**src/rtl/timer_pkg.sv**
```systemverilog
// rtl/timer_pkg.sv - shared state, digit types and preset validation for the BCD countdown timer
package timer_pkg;

   typedef enum logic [1:0] {IDLE, RUN, PAUSE, DONE} timer_state_t;
   typedef logic [3:0] bcd_t;

   localparam bcd_t BCD_NINE     = 4'd9;
   localparam bcd_t SEC_TENS_MAX = 4'd5;

   // Seconds tens <= 5 with valid ones is the same as seconds <= 59.
   function automatic logic preset_ok(input logic [7:0] pm, input logic [7:0] ps,
                                      input logic [7:0] min_max);
      preset_ok = (pm[7:4] <= BCD_NINE) && (pm[3:0] <= BCD_NINE) &&
                  (ps[7:4] <= SEC_TENS_MAX) && (ps[3:0] <= BCD_NINE) &&
                  (pm <= min_max);
   endfunction

endpackage

```
**src/rtl/bcd_digit_dec.sv**
```systemverilog
// rtl/bcd_digit_dec.sv - one BCD digit decrementer; wraps to WRAP and borrows when leaving zero
module bcd_digit_dec
   import timer_pkg::*;
#(
   parameter logic [3:0] WRAP = 4'd9
) (
   input  logic [3:0] digit,
   input  logic       dec_en,
   output logic [3:0] next_digit,
   output logic       borrow_out
);

   always_comb begin
      next_digit = digit;
      borrow_out = 1'b0;
      if (dec_en) begin
         if (digit == 4'd0) begin
            next_digit = WRAP;
            borrow_out = 1'b1;
         end else begin
            next_digit = digit - 4'd1;
         end
      end
   end

endmodule

```
**src/rtl/bcd_countdown_timer.sv**
```systemverilog
// rtl/bcd_countdown_timer.sv - MM:SS BCD countdown with load/start/pause/clear and done blink
module bcd_countdown_timer
   import timer_pkg::*;
#(
   parameter logic [7:0] MIN_MAX   = 8'h99,
   parameter int         DONE_HOLD = 8
) (
   input  logic       clk,
   input  logic       rst_n,
   input  logic       tick,
   input  logic       load,
   input  logic       start,
   input  logic       pause,
   input  logic       clear,
   input  logic [7:0] preset_min,
   input  logic [7:0] preset_sec,
   output logic [7:0] min_bcd,
   output logic [7:0] sec_bcd,
   output logic       run_en,
   output logic       done,
   output logic       done_pulse,
   output logic       load_err,
   output logic       done_blink
);

   localparam int         CW   = $clog2(DONE_HOLD + 1);
   localparam logic [CW-1:0] HOLD = CW'(DONE_HOLD);

   timer_state_t  state, state_nxt;
   logic [7:0]    min_nxt, sec_nxt, min_dec, sec_dec;
   logic          pulse_nxt, err_nxt, blink_nxt;
   logic [CW-1:0] cnt, cnt_nxt;
   logic          b_so, b_st, b_mo, b_mt;
   logic          nonzero, ok, expire;

   // Borrow chain: seconds ones -> seconds tens -> minutes ones -> minutes tens.
   bcd_digit_dec #(.WRAP(BCD_NINE)) u_sec_ones (
      .digit(sec_bcd[3:0]), .dec_en(1'b1), .next_digit(sec_dec[3:0]), .borrow_out(b_so));
   bcd_digit_dec #(.WRAP(SEC_TENS_MAX)) u_sec_tens (
      .digit(sec_bcd[7:4]), .dec_en(b_so), .next_digit(sec_dec[7:4]), .borrow_out(b_st));
   bcd_digit_dec #(.WRAP(BCD_NINE)) u_min_ones (
      .digit(min_bcd[3:0]), .dec_en(b_st), .next_digit(min_dec[3:0]), .borrow_out(b_mo));
   bcd_digit_dec #(.WRAP(BCD_NINE)) u_min_tens (
      .digit(min_bcd[7:4]), .dec_en(b_mo), .next_digit(min_dec[7:4]), .borrow_out(b_mt));

   assign nonzero = (min_bcd != 8'h00) || (sec_bcd != 8'h00);
   assign ok      = preset_ok(preset_min, preset_sec, MIN_MAX);
   assign expire  = !b_mt && (min_dec == 8'h00) && (sec_dec == 8'h00);

   always_comb begin
      state_nxt = state;
      min_nxt   = min_bcd;
      sec_nxt   = sec_bcd;
      pulse_nxt = 1'b0;
      err_nxt   = 1'b0;
      blink_nxt = done_blink;
      cnt_nxt   = cnt;
      if (clear) begin
         state_nxt = IDLE;
         min_nxt   = 8'h00;
         sec_nxt   = 8'h00;
      end else begin
         case (state)
            IDLE: begin
               if (start && nonzero) begin
                  state_nxt = RUN;
               end else if (load) begin
                  if (ok) begin
                     min_nxt = preset_min;
                     sec_nxt = preset_sec;
                  end else begin
                     err_nxt = 1'b1;
                  end
               end
            end
            RUN: begin
               if (pause) begin
                  state_nxt = PAUSE;
               end else if (tick) begin
                  min_nxt = min_dec;
                  sec_nxt = sec_dec;
                  if (expire) begin
                     state_nxt = DONE;
                     pulse_nxt = 1'b1;
                  end
               end
            end
            PAUSE: begin
               if (start && nonzero) begin
                  state_nxt = RUN;
               end else if (load) begin
                  if (ok) begin
                     min_nxt = preset_min;
                     sec_nxt = preset_sec;
                  end else begin
                     err_nxt = 1'b1;
                  end
               end
            end
            DONE: begin
               if (tick) begin
                  if (cnt < HOLD) begin
                     cnt_nxt   = cnt + CW'(1);
                     blink_nxt = (cnt_nxt == HOLD) ? 1'b0 : !done_blink;
                  end
               end else if (load) begin
                  if (ok) begin
                     min_nxt   = preset_min;
                     sec_nxt   = preset_sec;
                     state_nxt = IDLE;
                  end else begin
                     err_nxt = 1'b1;
                  end
               end
            end
            default: state_nxt = IDLE;
         endcase
      end
      // Blink state only lives inside DONE, so entry always starts from zero.
      if (state_nxt != DONE) begin
         blink_nxt = 1'b0;
         cnt_nxt   = '0;
      end
   end

   always_ff @(posedge clk or negedge rst_n) begin
      if (!rst_n) begin
         state      <= IDLE;
         min_bcd    <= 8'h00;
         sec_bcd    <= 8'h00;
         run_en     <= 1'b0;
         done       <= 1'b0;
         done_pulse <= 1'b0;
         load_err   <= 1'b0;
         done_blink <= 1'b0;
         cnt        <= '0;
      end else begin
         state      <= state_nxt;
         min_bcd    <= min_nxt;
         sec_bcd    <= sec_nxt;
         run_en     <= (state_nxt == RUN);
         done       <= (state_nxt == DONE);
         done_pulse <= pulse_nxt;
         load_err   <= err_nxt;
         done_blink <= blink_nxt;
         cnt        <= cnt_nxt;
      end
   end

endmodule

```
**config.mk**
```make
export PLATFORM = sky130hd
export DESIGN_NAME = bcd_countdown_timer
export DESIGN_NICKNAME = d
export VERILOG_FILES = /design/src/rtl/timer_pkg.sv /design/src/rtl/bcd_digit_dec.sv /design/src/rtl/bcd_countdown_timer.sv
export SDC_FILE = /design/constraint.sdc
export NUM_CORES = 1
export LEC_CHECK = 0
export ABC_AREA = 1
export BUFFER_PORTS_ARGS = -buffer_cell sky130_fd_sc_hd__buf_4
export CAP_MARGIN = 0
export CORE_MARGIN = 2
export CORE_UTILIZATION = 60
export CTS_BUF_LIST = sky130_fd_sc_hd__clkbuf_4 sky130_fd_sc_hd__clkbuf_8
export CTS_CLUSTER_SIZE = 28
export DETAILED_ROUTE_END_ITERATION = 10
export PLACE_DENSITY = 0.85
export REMOVE_ABC_BUFFERS = 1
export SYNTH_ARGS = -nofsm -noshare
export SYNTH_HDL_FRONTEND = slang
export SYNTH_HIERARCHICAL = 1
export SYNTH_SLANG_ARGS = --single-unit
```
**constraint.sdc**
```tcl
create_clock -name clk -period 5.55 [get_ports clk]
set_input_delay 1.665 -clock clk [delete_from_list [all_inputs] [get_ports clk]]
set_output_delay 1.665 -clock clk [all_outputs]
set_load 0.005 [all_outputs]
```
==> run summary, run 1 <==
Final nets: 372
Tmin final: 2955 ps
hpwl dp: 3496 um
Setup TNS: 0 ps
I/O pin total: 44
crit-path max FO: 6
# clock sinks: 27
fmax: 338.4 MHz
Fillers: 303
via count: 1994
first-pass GRT wire length: 7327 um
Static Leakage: 1.264 nW
post-synthesis compound-gate area fraction: 13.05%
num rows: 21
dpl cells: 389
grt peak-use layer: met2
Clock Latency Late Sink: 310 ps
Die W: 61.93 um
hold bufs inserted after CTS: 0
Reg area: 675.6 sq um
total gr overflow: 0
RSZ-0062 raised after global routing: false
largest net degree at the start of global routing: 28
status: complete, no violations
wire per inst: 11.57 um
mux share of post-synthesis cell area: 0.4972%
number of synthesized register bits: 27
routability cong.: 0.8568
PD cells: 289.8 nW/um^2
GRT met1 Usage: 37.03%
detailed-route wire length: 4547 um
Num CTS Buffers: 3
IO Port Bufs: 43
DR iter-0 viols: 81
1st-pass router iterations: 4
Final Cycle Share: 53.25%
Die Ht: 61.93 um
syn_area_per_cell: 6.601 sq um
Post-Synth Adder-Cell Area: 0.6215%
Vias/cell: 5.074
largest family of logic cells by synthesized area: simple AND/OR/NAND/NOR gates
Initial Utilization: 61.30%
Die ar.: 3835 sq um
crit start category: flop
worst vdd ir: 0.1761 mV
DRC viols: 0
synth unique cells: 35
CP Class: reg -> reg
Final Hold Vio Count: 0
Crit path arrival time: 3210 ps
Netlist Area Pre-Place: 2013 sq um
setup violators final: 0
Synth warnings: 6
core outline area: 3284 sq um
Antenna diodes: 0
clk_skew: 3.880 ps
Placement Setup Slack: 2567 ps
Gate Count Post-Synth: 305
max-cap violation count: 0
Seq/Total Area, Yosys: 33.56%
H-tree Lvls: 1
global routing met3 resource utilization: 2.899%
Synth area leaders: dfrtp_1 34%, nand2_1 18%, nor2_1 8.4%, inv_1 5.6%, a21oi_1 3.7%
Post-Synth XOR/XNOR Area: 2.610%
Root Driver: clkbuf_4
Routed Antenna Nets: 0
CP required: 5800 ps
fin area: 2372 sq um
post-route setup slack: 2595 ps
TritonCTS clock tree: yes
Setup Fix Bufs, Post-CTS: 0
final slew viol count: 0
vias in the first global route: 1711
Synth area leader: dfrtp_1
Power, Total: 0.6874 mW
initial antenna violation count: 0
Hold Crit Class: reg -> reg
area growth from synthesis to layout: 17.84%
top-area cell type share of the netlist area: 33.56%
Post-CTS Resized: 0
Worst Setup End Kind: flop
Placed Area: 2342 sq um
Total GRT Usage: 25.19%
Global Route met2 Usage: 40.00%
simple-gate share of the synthesized area: 38.91%
multi-input logic area: 1136 sq um
CTS Buffer Depth: 2
clk slew on worst S/H paths: 140 ps
Final Non-Filler Cells: 393
fraction of layout instances using a drive strength above 1: 21.04%
[worst paths after layout]
kind,start,to,slack (ps),cells after the start
worst max-delay path,sec_bcd[0]$_DFFE_PN0P_,cnt[0]$_DFFE_PN0P_,2590,17
worst min-delay path,cnt[3]$_DFFE_PN0P_,cnt[3]$_DFFE_PN0P_,550,2
worst max register to register,sec_bcd[0]$_DFFE_PN0P_,cnt[0]$_DFFE_PN0P_,2590,17
worst min register to register,cnt[3]$_DFFE_PN0P_,cnt[3]$_DFFE_PN0P_,550,2
max in group asynchronous,rst_n,min_bcd[4]$_DFFE_PN0P_,4060,1
min in group asynchronous,rst_n,sec_bcd[2]$_DFFE_PN0P_,1240,1
[power breakdown]
group          internal (mW)  switching, mW
Clock                 0.0329         0.0549
Combinational          0.132          0.198
Sequential             0.227         0.0430
Total                  0.391          0.296
[logic make-up after synthesis]
| group | Yosys count |
|---|---|
| muxes | 1 |
| AOI/OAI and AO/OA | 47 |
| xor gates and xnor gates | 6 |
| and+or+nand+nor | 174 |
| DFF | 27 |
| other | 1 |
| buffers and inverters | 48 |
| adders and majority gates | 1 |
[placed cells by master, fill, tap and decap left out, drive strengths merged, types with 4 or more instances in the layout]
cell and count:
clkbuf 4, nand3 13, a21oi 15, conb 4, o21ai 23, a211oi 6
nor3 4, nor2 50, dfrtp 27, nand2 99, xor2 5, inv 40
nand4 6, buf 43
[registers in the layout, indices dropped and copies added, names as in the netlist]
name	count
run_en	1
done_pulse	1
state	2
sec_bcd	8
load_err	1
min_bcd	8
cnt	4
done	1
done_blink	1
[routing by layer]
| metal | vias up | share of wire, % |
|---|---|---|
| met5 | - | 0 |
| met3 | 6 | 4.0 |
| met4 | 0 | 1.5 |
| met2 | 48 | 48 |
| li1 | 1044 | - |
| met1 | 896 | 47 |
[per-stage QoR]
stage	util, %	hold slack, ps
5_1_grt	72.23	582.8
3_5_place_dp	71.31	518.9
4_1_cts	72.23	550.8
2_1_floorplan	-	477.4
6_report	72.23	551.7
3_3_place_gp	71.31	489.0
[final cells by class]
cell class              count  share of cell area, %
clock buffers               4                  1.266
inverters                  40                  6.329
multi-input cells         233                  47.89
flip-flops and latches     27                  28.48
well taps                  46                  2.426
repair buffers             43                  13.61
[synthesized netlist by cell type]
library cell / instances
o21ai_1: 6
or2_2: 1
a21oi_1: 15
o21ai_0: 15
mux2i_1: 1
nor3_1: 3
nand2_2: 1
conb_1: 1
a31oi_1: 2
inv_2: 10
nor2_4: 3
buf_2: 2
nand3_2: 4
dfrtp_1: 27
buf_6: 2
nand4_1: 6
nand3_4: 1
buf_4: 1
nor4_1: 1
nand2_4: 1
o21ai_2: 2
nor3_2: 1
clkbuf_1: 2
buf_8: 1
inv_1: 30
ha_1: 1
a211oi_1: 6
xor2_1: 5
a21boi_0: 1
nand3_1: 8
nor2_1: 45
xnor2_1: 1
nand2_1: 97
nor2_2: 1
nor2_8: 1
[worst max-delay path, stage by stage, from the launching register on]
cell	delay [ps]
dfrtp_1	490
inv_2	110
nand3_2	110
nor2_4	190
nand4_1	150
nor2_1	280
nand3_2	160
nor2_4	210
nand2_1	80
nand2_1	50
o21ai_0	100
nor2_1	140
nand3_1	110
nor2_1	120
a21boi_0	80
nor2_1	200
nand2_1	190
nor2_1	130
Note: power is estimated with default switching activity, not from simulation.
==> inputs of run 2 (changes only) <==
--- a/config.mk
+++ b/config.mk
@@ -9,11 +9,11 @@
 export BUFFER_PORTS_ARGS = -buffer_cell sky130_fd_sc_hd__buf_4
 export CAP_MARGIN = 0
 export CORE_MARGIN = 2
-export CORE_UTILIZATION = 60
+export CORE_UTILIZATION = 56
 export CTS_BUF_LIST = sky130_fd_sc_hd__clkbuf_4 sky130_fd_sc_hd__clkbuf_8
 export CTS_CLUSTER_SIZE = 28
 export DETAILED_ROUTE_END_ITERATION = 10
-export PLACE_DENSITY = 0.85
+export PLACE_DENSITY = 0.8
 export REMOVE_ABC_BUFFERS = 1
 export SYNTH_ARGS = -nofsm -noshare
 export SYNTH_HDL_FRONTEND = slang
==> constraint.sdc (replaced) <==
create_clock -name clk -period 2.95 [get_ports clk]
set_input_delay 0.885 -clock clk [delete_from_list [all_inputs] [get_ports clk]]
set_output_delay 0.885 -clock clk [all_outputs]
set_load 0.005 [all_outputs]
==> run summary, run 2 (synthesis results as in run 1) <==
DR iter-0 viols: 112 (was 81)
slowest cell on the critical path: dfrtp_1 (unchanged)
Vias/cell: 5.178 (was 5.074)
vias in the first global route: 1941 (was 1711)
TritonCTS clock tree: yes (unchanged)
core outline area: 3390 sq um (was 3284 sq um)
largest net degree at the start of global routing: 28 (unchanged)
Die Ht: 63.96 um (was 61.93 um)
routability cong.: 0.8899 (was 0.8568)
DRC viols: 0 (unchanged)
CTS Buffer Depth: 2 (unchanged)
RSZ-0062 raised after global routing: false (unchanged)
wire per inst: 12.40 um (was 11.57 um)
fin area: 2385 sq um (was 2372 sq um)
Antenna diodes: 0 (unchanged)
Root Driver: clkbuf_4 (unchanged)
most frequent cells in the layout: 96 x nand2_1, 44 x nor2_1, 44 x buf_4, 30 x inv_1, 27 x dfrtp_1 (was 97 x nand2_1, 45 x nor2_1, 43 x buf_4, 30 x inv_1, 27 x dfrtp_1)
crit path cell chain: nor2_1 > inv_2 > nor2_4 > nand4_1 > nor2_2 > nand3_2 > nor2_4 > nand3_2 > nor2_4 > a21oi_1 > inv_1 > nand3_1 > nor2_1 > a21boi_0 > nor2_1 > nand2_2 > nor2_1 (was inv_2 > nand3_2 > nor2_4 > nand4_1 > nor2_1 > nand3_2 > nor2_4 > nand2_1 > nand2_1 > o21ai_0 > nor2_1 > nand3_1 > nor2_1 > a21boi_0 > nor2_1 > nand2_1 > nor2_1)
Routed Antenna Nets: 0 (unchanged)
clk slew on worst S/H paths: 160 ps (was 140 ps)
Final nets: 373 (was 372)
top flop regs: min_bcd (8), sec_bcd (8), cnt (4) (unchanged)
H-tree Lvls: 1 (unchanged)
WHS: 413.2 ps (was 551.7 ps)
Worst Setup End Kind: flop (unchanged)
detailed-route wire length: 4885 um (was 4547 um)
via count: 2040 (was 1994)
initial antenna violation count: 0 (unchanged)
Placement Setup Slack: 279.6 ps (was 2567 ps)
status: complete, no violations (unchanged)
first-pass GRT wire length: 8473 um (was 7327 um)
Die W: 63.96 um (was 61.93 um)
IO Port Bufs: 43 (unchanged)
num rows: 21 (unchanged)
Setup Fix Bufs, Post-CTS: 0 (unchanged)
commonest non-fill, non-tap cell in the layout: nand2_1 (unchanged)
max incr delay on CP: 460 ps (was 490 ps)
Setup TNS: 0 ps (unchanged)
Initial Utilization: 59.39% (was 61.30%)
fmax: 378.0 MHz (was 338.4 MHz)
crit start category: flop (unchanged)
Total GRT Usage: 26.09% (was 25.19%)
worst vdd ir: 0.3499 mV (was 0.1761 mV)
Crit path arrival time: 2940 ps (was 3210 ps)
grt peak-use layer: met2 (unchanged)
total gr overflow: 0 (unchanged)
1st-pass router iterations: 4 (unchanged)
hpwl dp: 3593 um (was 3496 um)
Die ar.: 4091 sq um (was 3835 sq um)
Fillers: 302 (was 303)
CP Class: reg -> reg (unchanged)
# clock sinks: 27 (unchanged)
GRT met1 Usage: 33.86% (was 37.03%)
final slew viol count: 0 (unchanged)
clk_skew: 7.301 ps (was 3.880 ps)
Global Route met2 Usage: 43.23% (was 40.00%)
area growth from synthesis to layout: 18.46% (was 17.84%)
Tmin final: 2646 ps (was 2955 ps)
PD cells: 552.2 nW/um^2 (was 289.8 nW/um^2)
Clock Latency Late Sink: 350 ps (was 310 ps)
crit-path max FO: 6 (unchanged)
Static Leakage: 1.264 nW (about the same)
max-cap violation count: 0 (unchanged)
I/O pin total: 44 (unchanged)
fraction of layout instances using a drive strength above 1: 21.84% (was 21.04%)
most used cell, CP: nor2_1 (unchanged)
Final Hold Vio Count: 0 (unchanged)
Final Cycle Share: 89.68% (was 53.25%)
Placed Area: 2350 sq um (was 2342 sq um)
post-route setup slack: 304.3 ps (was 2595 ps)
global routing met3 resource utilization: 4.930% (was 2.899%)
Layout Utilization: 70.36% (was 72.23%)
setup violators final: 0 (unchanged)
CP required: 3240 ps (was 5800 ps)
Num CTS Buffers: 3 (unchanged)
Hold Crit Class: in -> async (was reg -> reg)
run 2: cell types whose count changed in the layout (fill, tap and decap cells not counted):
cell and delta:
clkinvlp_4 +1, nor2_2 +1, nand2_1 -1, buf_4 +1
nor2_1 -1, nand2_2 +1, clkbuf_4 -1
run 2: final cells by class:
type                            count  area [sq um]  area share, %
Timing Repair Buffer               44         330.3          13.85
Multi-Input combinational cell    233          1141          47.85
Sequential cell                    27         675.6          28.33
Tap cell                           46         57.56          2.413
Clock inverter                      1         7.507         0.3148
Inverter                           40         150.1          6.296
Clock buffer                        3         22.52         0.9444
run 2: power by group:
part | leakage, nW | internal (mW) | switching, mW
logic | 0.889 | 0.252 | 0.381
registers | 0.361 | 0.427 | 0.0821
clock network | 0.0139 | 0.0522 | 0.122
total | 1.26 | 0.731 | 0.586
run 2: path summary, 6_finish.rpt:
path	from	endpoint	slack (ps)	depth (start not counted)
min	rst_n	min_bcd[5]$_DFFE_PN0P_	410	1
min reg2reg	cnt[3]$_DFFE_PN0P_	cnt[3]$_DFFE_PN0P_	540	2
min in group clk	cnt[3]$_DFFE_PN0P_	cnt[3]$_DFFE_PN0P_	540	2
max reg2reg	sec_bcd[2]$_DFFE_PN0P_	done_blink$_DFFE_PN0P_	300	17
max in group asynchronous	rst_n	sec_bcd[0]$_DFFE_PN0P_	2260	1
max	sec_bcd[2]$_DFFE_PN0P_	done_blink$_DFFE_PN0P_	300	17
run 2: layer usage:
layer | wire length [um] | vias up | part of all wire [%]
li1 | - | 1040 | -
met1 | 2167 | 928 | 44
met2 | 2310 | 67 | 47
met3 | 363 | 5 | 7.4
met4 | 44 | 0 | 0.90
met5 | 0 | - | 0
run 2: what timing repair did:
| action | CTS | global route |
|---|---|---|
| hold buffers | 0 | 0 |
| setup endpoints to repair | 0 | 6 |
| gates resized for setup | 0 | 2 |
run 2: worst max-delay path: cells and delay by family (launching register included):
family | cells | cell delay [ps]
buffers and inverters | 2 | 150
AOI/OAI and AO/OA | 2 | 130
and+or+nand+nor | 13 | 1830
DFF | 1 | 460
run 2: metrics by stage:
step	total power [mW]	std cells
4_1_cts	1.319	394
6_report	1.317	394
3_5_place_dp	1.142	390
3_3_place_gp	1.132	390
5_1_grt	1.427	394
2_1_floorplan	0.9109	300
==> inputs of run 3 (changes only) <==
--- a/config.mk
+++ b/config.mk
@@ -9,11 +9,11 @@
 export BUFFER_PORTS_ARGS = -buffer_cell sky130_fd_sc_hd__buf_4
 export CAP_MARGIN = 0
 export CORE_MARGIN = 2
-export CORE_UTILIZATION = 56
+export CORE_UTILIZATION = 51
 export CTS_BUF_LIST = sky130_fd_sc_hd__clkbuf_4 sky130_fd_sc_hd__clkbuf_8
 export CTS_CLUSTER_SIZE = 28
 export DETAILED_ROUTE_END_ITERATION = 10
-export PLACE_DENSITY = 0.8
+export PLACE_DENSITY = 0.77
 export REMOVE_ABC_BUFFERS = 1
 export SYNTH_ARGS = -nofsm -noshare
 export SYNTH_HDL_FRONTEND = slang
==> constraint.sdc (replaced) <==
create_clock -name clk -period 2.31 [get_ports clk]
set_input_delay 0.231 -clock clk [delete_from_list [all_inputs] [get_ports clk]]
set_output_delay 0.231 -clock clk [all_outputs]
set_load 0.005 [all_outputs]
==> run summary, run 3 (synthesis results as in run 1) <==
crit start category: flop (unchanged)
Sw Share: 42.77% (was 44.50%)
clk slew on worst S/H paths: 100 ps (was 160 ps)
Final Hold Vio Count: 0 (unchanged)
CTS Buffer Depth: 2 (unchanged)
worst vdd ir: 0.5224 mV (was 0.3499 mV)
setup violators final: 8 (was 0)
DR iter-0 viols: 169 (was 112)
fin area: 2661 sq um (was 2385 sq um)
clk_skew: 4.741 ps (was 7.301 ps)
via count: 2162 (was 2040)
Fillers: 338 (was 302)
total gr overflow: 0 (unchanged)
status: finished, violations left (was complete, no violations)
DRC viols: 0 (unchanged)
first-pass GRT wire length: 8928 um (was 8473 um)
final slew viol count: 0 (unchanged)
Final Cycle Share: 107.7% (was 89.68%)
Tmin final: 2488 ps (was 2646 ps)
num rows: 22 (was 21)
Int Power: 1.118 mW (was 0.7309 mW)
initial antenna violation count: 0 (unchanged)
crit-path max FO: 5 (was 6)
Die Ht: 66.83 um (was 63.96 um)
Final Non-Filler Cells: 419 (was 394)
Static Leakage: 1.417 nW (was 1.264 nW)
Hold Crit Class: in -> reg (was in -> async)
Antenna diodes: 0 (unchanged)
Total GRT Usage: 25.89% (was 26.09%)
commonest non-fill, non-tap cell in the layout: nand2_1 (unchanged)
Worst Setup End Kind: flop (unchanged)
fmax: 402.0 MHz (was 378.0 MHz)
CP Class: reg -> reg (unchanged)
post-route setup slack: -177.6 ps (was 304.3 ps)
detailed-route wire length: 5403 um (was 4885 um)
sequential power share: 31.8% (was 38.6%)
max-cap violation count: 0 (unchanged)
H-tree Lvls: 1 (unchanged)
wire per inst: 12.89 um (was 12.40 um)
NetSw: 0.8354 mW (was 0.5860 mW)
grt peak-use layer: met2 (unchanged)
failing checks: setup timing
Initial Utilization: 54.18% (was 59.39%)
Final nets: 396 (was 373)
top flop regs: min_bcd (8), sec_bcd (8), cnt (4) (unchanged)
Num CTS Buffers: 3 (unchanged)
Vias/cell: 5.160 (was 5.178)
Root Driver: clkbuf_8 (was clkbuf_4)
vias in the first global route: 2035 (was 1941)
Placed Area: 2465 sq um (was 2350 sq um)
1st-pass router iterations: 4 (unchanged)
routability cong.: 0.8329 (was 0.8899)
fraction of layout instances using a drive strength above 1: 30.73% (was 21.84%)
Crit path arrival time: 2660 ps (was 2940 ps)
I/O pin total: 44 (unchanged)
largest net degree at the start of global routing: 28 (unchanged)
GRT met1 Usage: 33.37% (was 33.86%)
most frequent cells in the layout: 96 x nand2_1, 64 x buf_4, 39 x nor2_1, 27 x dfrtp_1, 26 x inv_1 (was 96 x nand2_1, 44 x nor2_1, 44 x buf_4, 30 x inv_1, 27 x dfrtp_1)
Combinational Power Share: 54.1% (was 48.1%)
hpwl dp: 3771 um (was 3593 um)
# clock sinks: 27 (unchanged)
RSZ-0062 raised after global routing: true (was false)
Clock Latency Late Sink: 280 ps (was 350 ps)
Global Route met2 Usage: 45.13% (was 43.23%)
Die ar.: 4466 sq um (was 4091 sq um)
Placement Setup Slack: -157.0 ps (was 279.6 ps)
Clock power frac: 14.1% (was 13.3%)
dpl cells: 407 (was 390)
WHS: 223.4 ps (was 413.2 ps)
Die W: 66.83 um (was 63.96 um)
CP required: 2480 ps (was 3240 ps)
TritonCTS clock tree: yes (unchanged)
PD cells: 734.0 nW/um^2 (was 552.2 nW/um^2)
area growth from synthesis to layout: 32.19% (was 18.46%)
IO Port Bufs: 43 (unchanged)
core outline area: 3716 sq um (was 3390 sq um)
Routed Antenna Nets: 0 (unchanged)
global routing met3 resource utilization: 4.223% (was 4.930%)
[run 3: power by group through the flow]
stage          registers (mW)  logic, mW  clock network, mW
5_1_grt                 0.632       1.17              0.301
3_3_place_gp            0.624      0.917                  0
4_1_cts                 0.620      0.960              0.282
3_5_place_dp            0.626      0.930                  0
6_report                0.622       1.06              0.275
2_1_floorplan           0.643      0.520                  0
[run 3: critical path, cell delays in order, from the launching register on]
cell	delay [ps]
dfrtp_1	400
inv_2	80
nand3_4	100
nor2_4	130
nand4_1	140
nor2_2	150
nand3_2	120
nor2_4	170
nand4_1	180
nand2_1	110
nand2_1	60
inv_2	70
nand3_2	80
nor2_2	130
a21boi_2	70
nor2_2	210
buf_4	150
nor3_2	30
[run 3: routing by layer]
layer | share of wire (%) | routed length, um
met1 | 41 | 2222
met2 | 51 | 2756
met3 | 6.8 | 367
met4 | 1.1 | 57
met5 | 0 | 0
[run 3: layout make-up]
type                            instances  area, sq um  area share (%)
Inverter                               40        150.1           5.642
Sequential cell                        27        675.6           25.39
Clock buffer                            3        41.29           1.551
Clock inverter                          1        5.005          0.1881
Tap cell                               48        60.06           2.257
Multi-Input combinational cell        233         1216           45.70
Timing Repair Buffer                   67        513.0           19.28
[run 3: final timing paths]
| path | slack, ps | startpoint | depth (start not counted) | to |
|---|---|---|---|---|
| worst max-delay path | -180 | sec_bcd[1]$_DFFE_PN0P_ | 17 | run_en$_DFF_PN0_ |
| worst min-delay path | 220 | load | 3 | load_err$_DFF_PN0_ |
| worst max register to register | -180 | sec_bcd[1]$_DFFE_PN0P_ | 17 | run_en$_DFF_PN0_ |
| worst min register to register | 530 | cnt[3]$_DFFE_PN0P_ | 2 | cnt[3]$_DFFE_PN0P_ |
| max in group asynchronous | 1640 | rst_n | 2 | load_err$_DFF_PN0_ |
| min in group asynchronous | 400 | rst_n | 2 | done_pulse$_DFF_PN0_ |
[run 3: through the flow]
step | util [%] | power [mW] | TNS, ps
finish | 71.62 | 1.953 | -1141
detailed placement | 66.33 | 1.556 | -991.4
global route | 71.62 | 2.105 | -3132
CTS | 69.06 | 1.862 | -108.1
floorplan | - | 1.163 | -1273
global placement | 66.33 | 1.541 | -383.9
[run 3: what timing repair did]
item / in CTS / in global routing
setup buffers: 3 / 4
hold buffers: 1 / 0
pin swaps: 11 / 19
resized for setup: 9 / 17
endpoints found under the setup margin: 9 / 11
cloned: 0 / 0
hold endpoints to repair: 27 / 0
